**src/rtl/formatter_demux_pkg.sv**
```systemverilog
// rtl/formatter_demux_pkg.sv - shared constants and types for the 1-to-8 formatter deserializer
// Purpose: word/frame geometry and FSM state encoding used by formatter_demux and fmt_demux_outreg.
// Contents: WIDTH, NSLOT, SLOT_W, CNT_W, state_t, frame_t (lane 0 = slot 0).
package formatter_demux_pkg;

  localparam int WIDTH  = 21;
  localparam int NSLOT  = 8;
  localparam int SLOT_W = 3;
  localparam int CNT_W  = 16;

  typedef enum logic [1:0] {
    ST_IDLE    = 2'd0,
    ST_COLLECT = 2'd1,
    ST_FULL    = 2'd2
  } state_t;

  typedef logic [NSLOT-1:0][WIDTH-1:0] frame_t;

endpackage

```
**src/rtl/fmt_demux_outreg.sv**
```systemverilog
// rtl/fmt_demux_outreg.sv - eight-lane output frame register with valid/ready handshake
// Purpose: holds one assembled frame and owns the load/consume rules for out_valid.
// Ports:
//   clock, reset_n   system clock, synchronous active-low reset
//   load, load_data  capture a new frame (only asserted by the parent when free is high)
//   out_ready        downstream consumes the held frame
//   lanes, out_valid held frame and its valid flag
//   free             register can take a load this cycle (empty, or being consumed)
module fmt_demux_outreg
  import formatter_demux_pkg::*;
(
  input  logic   clock,
  input  logic   reset_n,
  input  logic   load,
  input  frame_t load_data,
  input  logic   out_ready,
  output frame_t lanes,
  output logic   out_valid,
  output logic   free
);

  assign free = ~out_valid | out_ready;

  // A load wins over a consume in the same cycle, keeping out_valid high.
  always_ff @(posedge clock) begin
    if (!reset_n) begin
      lanes     <= '0;
      out_valid <= 1'b0;
    end else if (load) begin
      lanes     <= load_data;
      out_valid <= 1'b1;
    end else if (out_valid && out_ready) begin
      out_valid <= 1'b0;
    end
  end

endmodule

```
**src/rtl/formatter_demux.sv**
```systemverilog
// rtl/formatter_demux.sv - 1-to-8 deserializer assembling 21-bit words into eight-lane frames
// Purpose: collects eight consecutive words (first one flagged by din_first) and hands the
//          frame downstream; flags framing errors with a one-cycle err pulse.
// Ports:
//   clock, reset_n                  system clock, synchronous active-low reset
//   din, din_valid, din_first       input word, its valid, slot-0 marker
//   din_ready                       word accepted this cycle (decoded from state only)
//   out1..out8, out_valid, out_ready frame lanes (outN = slot N-1) and handshake
//   err                             one-cycle framing error pulse
//   err_cnt                         saturating error count (only with FMT_DEMUX_ERRCNT_EN)
module formatter_demux
  import formatter_demux_pkg::*;
(
  input  logic             clock,
  input  logic             reset_n,
  input  logic [WIDTH-1:0] din,
  input  logic             din_valid,
  input  logic             din_first,
  output logic             din_ready,
  output logic [WIDTH-1:0] out1,
  output logic [WIDTH-1:0] out2,
  output logic [WIDTH-1:0] out3,
  output logic [WIDTH-1:0] out4,
  output logic [WIDTH-1:0] out5,
  output logic [WIDTH-1:0] out6,
  output logic [WIDTH-1:0] out7,
  output logic [WIDTH-1:0] out8,
  output logic             out_valid,
  input  logic             out_ready,
`ifdef FMT_DEMUX_ERRCNT_EN
  output logic [CNT_W-1:0] err_cnt,
`endif
  output logic             err
);

  state_t              state, state_n;
  logic [SLOT_W-1:0]   slot, slot_n;
  frame_t              buffer, load_data, lanes;
  logic                accept, free, load, load_din, err_n, wr_en;
  logic [SLOT_W-1:0]   wr_idx;

  assign din_ready = (state != ST_FULL);
  assign accept    = din_valid & din_ready;

  always_comb begin
    state_n  = state;
    slot_n   = slot;
    err_n    = 1'b0;
    wr_en    = 1'b0;
    wr_idx   = slot;
    load     = 1'b0;
    load_din = 1'b0;
    case (state)
      ST_IDLE: begin
        if (accept) begin
          if (din_first) begin
            wr_en   = 1'b1;
            wr_idx  = '0;
            slot_n  = SLOT_W'(1);
            state_n = ST_COLLECT;
          end else begin
            err_n = 1'b1;
          end
        end
      end
      ST_COLLECT: begin
        if (accept) begin
          if (din_first) begin
            // Resync: restart the frame with this word, even on slot 7.
            err_n  = 1'b1;
            wr_en  = 1'b1;
            wr_idx = '0;
            slot_n = SLOT_W'(1);
          end else if (slot == SLOT_W'(NSLOT - 1)) begin
            slot_n = '0;
            if (free) begin
              // Last word bypasses the buffer straight into the output register.
              load     = 1'b1;
              load_din = 1'b1;
              state_n  = ST_IDLE;
            end else begin
              wr_en   = 1'b1;
              state_n = ST_FULL;
            end
          end else begin
            wr_en  = 1'b1;
            slot_n = slot + SLOT_W'(1);
          end
        end
      end
      ST_FULL: begin
        if (free) begin
          load    = 1'b1;
          state_n = ST_IDLE;
        end
      end
      default: state_n = ST_IDLE;
    endcase
  end

  always_comb begin
    load_data = buffer;
    if (load_din) load_data[NSLOT-1] = din;
  end

  always_ff @(posedge clock) begin
    if (!reset_n) begin
      state  <= ST_IDLE;
      slot   <= '0;
      err    <= 1'b0;
      buffer <= '0;
    end else begin
      state <= state_n;
      slot  <= slot_n;
      err   <= err_n;
      if (wr_en) buffer[wr_idx] <= din;
    end
  end

`ifdef FMT_DEMUX_ERRCNT_EN
  always_ff @(posedge clock) begin
    if (!reset_n) begin
      err_cnt <= '0;
    end else if (err_n && (err_cnt != {CNT_W{1'b1}})) begin
      err_cnt <= err_cnt + CNT_W'(1);
    end
  end
`endif

  fmt_demux_outreg u_outreg (
    .clock     (clock),
    .reset_n   (reset_n),
    .load      (load),
    .load_data (load_data),
    .out_ready (out_ready),
    .lanes     (lanes),
    .out_valid (out_valid),
    .free      (free)
  );

  assign out1 = lanes[0];
  assign out2 = lanes[1];
  assign out3 = lanes[2];
  assign out4 = lanes[3];
  assign out5 = lanes[4];
  assign out6 = lanes[5];
  assign out7 = lanes[6];
  assign out8 = lanes[7];

endmodule

```
**config.mk**
```make
export PLATFORM = sky130hd
export DESIGN_NAME = formatter_demux
export DESIGN_NICKNAME = d
export VERILOG_FILES = /design/src/rtl/formatter_demux_pkg.sv /design/src/rtl/fmt_demux_outreg.sv /design/src/rtl/formatter_demux.sv
export SDC_FILE = /design/constraint.sdc
export NUM_CORES = 1
export LEC_CHECK = 0
export CORE_UTILIZATION = 50
export DETAILED_ROUTE_END_ITERATION = 8
export PLACE_DENSITY_LB_ADDON = 0.1
export SKIP_CTS_REPAIR_TIMING = 1
export SYNTH_ARGS = -nofsm -noshare
export SYNTH_HDL_FRONTEND = slang
export SYNTH_SLANG_ARGS = --single-unit
export TNS_END_PERCENT = 20
```
**constraint.sdc**
```tcl
create_clock -name clock -period 2.8 [get_ports clock]
set_clock_uncertainty 0.2 [all_clocks]
set_input_delay 0.42 -clock clock [delete_from_list [all_inputs] [get_ports clock]]
set_output_delay 0.42 -clock clock [all_outputs]
set_load 0.05 [all_outputs]
```
==> impl_metrics.tcl <==
set metrics [dict create \
    yosysMostFrequentCell "dfxtp_1" \
    syn_area_um2 13190 \
    synth_xor_area_share_pct 0 \
    die_h_um 164.4 \
    tns_ns 0 \
    layout_setup_ws_ns 0.4016 \
    area_delta_synth_final_pct 27.40 \
    p_leak_nw 6.278 \
    antennaDiodeCount 0 \
    grt.overflow.total 0 \
    io_buffers 196 \
    crit_type "reg2out" \
    dp_slack_ns 0.1363 \
    async_flop_share_pct 0 \
    final_layout_size_suffix_gt1_share_pct 7.158 \
    syn_avg_cell_area_um2 10.42 \
    yosys-top-cells-count "343 x dfxtp_1, 340 x nand2_1, 298 x mux2i_1, 65 x clkbuf_1, 31 x buf_2" \
    synth_top_area_cell "dfxtp_1" \
    synth-compound-area-share_pct 8.630 \
    r2r_start "slot[0]$_SDFFE_PN0P_" \
    ys_ff_latch 343 \
    place_congestion 0.8372 \
    vias 9798 \
    slowest_stage "clkdlybuf4s50_1" \
    synth.distinct_cells 39 \
    crit_path_max_incr_delay_ns 0.85 \
    fin_nets 1463 \
    cp_cell_sequence "clkdlybuf4s50_1" \
    postSynthCellCount 1266 \
    fin_cells 1788 \
    cts_buffer_depth 3 \
    placed_area_um2 15690 \
    synth_edf_count 0 \
    drc 0 \
    routed_wl_um 33610 \
    cts_tree "done" \
    power_frac_comb_pct 4.3 \
    vias_per_cell 5.480 \
    ant_nets 0 \
    critPathLaunchType "register" \
    wl_per_cell_um 18.80 \
    dieArea_um2 27040 \
    sequentialPowerShare_pct 49.8 \
    seq_area_frac_synth_pct 52.04 \
    fin_area_um2 16810 \
    start_util_pct 50.78 \
    tightest_slew_ns 0.8169 \
    synth-adder-area-share_pct 0.4742 \
    rsz0062_at_grt "false" \
    min_from "reset_n" \
    cp_top_family "buffers and inverters" \
    synth_top_flop_cell "dfxtp_1" \
    yosys_warnings 0 \
    netSwitchingFraction_pct 21.74 \
    crit_path_start "u_outreg.out_valid$_SDFFE_PN0P_" \
    synth-simple-area-share_pct 12.59 \
    max_freq_ghz 0.4169 \
    final_max_slew_viol_count 0 \
    p_int_mw 7.743 \
    run_status "completed" \
    hp-class "in2reg" \
    grt_busiest_layer "met2" \
    setup_viol_count_final 0 \
    h-tree-depth 2 \
    critPathArrivalTime_ns 1.78 \
    grt_max_degree 87 \
    worstSkewPairLatency_ns 0.51 \
    cts.sinks 343 \
    drtIter0Drc 705 \
    coreArea_um2 25980 \
    use_met2_pct 40.87 \
    muxShareOfSynthArea_pct 22.61 \
    maxCapViolations 0 \
    first_pass_iters 5 \
    min_period_over_period_pct 85.66 \
    numCtsBuffers 35 \
    syn-num-nets 1297 \
    cts-root-buf "clkbuf_16" \
    worst-path-buf-inv 1 \
    first_global_vias 9354 \
    p_sw_mw 2.151 \
    grt_pass1_wl_um 51510 \
    ir_drop_v 0.0003742 \
    postLayoutCoreUtil_pct 64.69 \
    die_width_um 164.4 \
    crit_fanout 4 \
    synth_top_family_by_area "multiplexers" \
    hold_violations 0 \
    grt_use_total_pct 24.62 \
    placed_cells 1730 \
    clkSlewWorstSetupHoldPaths_ns 0.06 \
    powerDensity_nw_per_um2 588.6 \
    crit_required_ns 2.18 \
    dpl.hpwl_um 21490 \
    rows 59 \
    synth.top_cell.area_share_pct 52.04 \
    slew_headroom_pct 45.41 \
    gr-usage-met1_pct 33.52 \
    synthTopCellsByArea "dfxtp_1 52%, mux2i_1 23%, nand2_1 9.7%" \
    fin_crit_ns 2.398 \
    end_kind "output pin" \
    use_met3_pct 3.415 \
    p_clk_share_pct 45.9 \
    ios 197 \
    antenna_found_initial 0 \
]
[cell usage in the layout, fill, tap and decap left out, drive strengths merged, types with 5 or more instances in the layout]
cell | synthesis | layout
dfxtp | 343 | 343
nand2 | 340 | 340
mux2i | 298 | 298
clkdlybuf4s50 | 0 | 194
clkbuf | 65 | 55
buf | 41 | 40
o311ai | 23 | 23
and4b | 22 | 22
o211ai | 22 | 22
o31a | 21 | 21
o221a | 21 | 21
a2bb2oi | 21 | 21
ha | 5 | 5
[flip-flops by register name, indices dropped and copies added, names as in the netlist]
register            cells
state                   2
u_outreg.out_valid      1
slot                    3
u_outreg.lanes        168
err                     1
buffer                168
[power by group through the flow]
stage / clock network, mW / registers, mW / logic [mW]
6_report: 4.54 / 4.93 / 0.427
5_1_grt: 4.81 / 4.93 / 0.456
4_1_cts: 4.61 / 4.93 / 0.426
3_5_place_dp: 0 / 5.03 / 0.423
3_3_place_gp: 0 / 5.03 / 0.421
2_1_floorplan: 0 / 5.03 / 0.246
[metrics by stage]
step	power [mW]	hold slack, ns
after floorplan	5.280	0.2350
after global placement	5.455	0.2423
after detailed placement	5.458	0.2454
after CTS	9.963	0.1468
after global routing	10.20	0.1707
final	9.894	0.1713
[area by class of cell]
type / instances / area, um^2
clock inverter: 3 / 17.52
timing repair buffer: 235 / 2450
tap: 335 / 419.2
clock buffer: 55 / 1104
sequential: 343 / 6867
multi-input combinational: 813 / 5937
inverter: 4 / 15.01
fill: 2120 / 9176
[metal layers]
metal | up-vias | wire [um]
met4 | 0 | 582
met1 | 4771 | 15370
li1 | 4758 | -
met5 | - | 0
met3 | 44 | 1498
met2 | 225 | 16150
[cell families (layout without fill, tap and decap cells)]
logic type,Yosys count,in the layout
simple gates,385,385
flops,343,343
mux,298,298
compound gates,125,125
buf+inv,110,297
fa+ha+maj,5,5
[final timing paths]
check / end / slack, ns / cells after the start
worst min-delay path: buffer[152]$_SDFFE_PN0P_ / 0.17 / 3
worst max-delay path: out_valid / 0.40 / 1
worst min register to register: u_outreg.lanes[6]$_SDFFE_PN0P_ / 0.26 / 2
worst max register to register: u_outreg.lanes[66]$_SDFFE_PN0P_ / 0.42 / 7
Note: power is estimated with default switching activity, not from simulation.
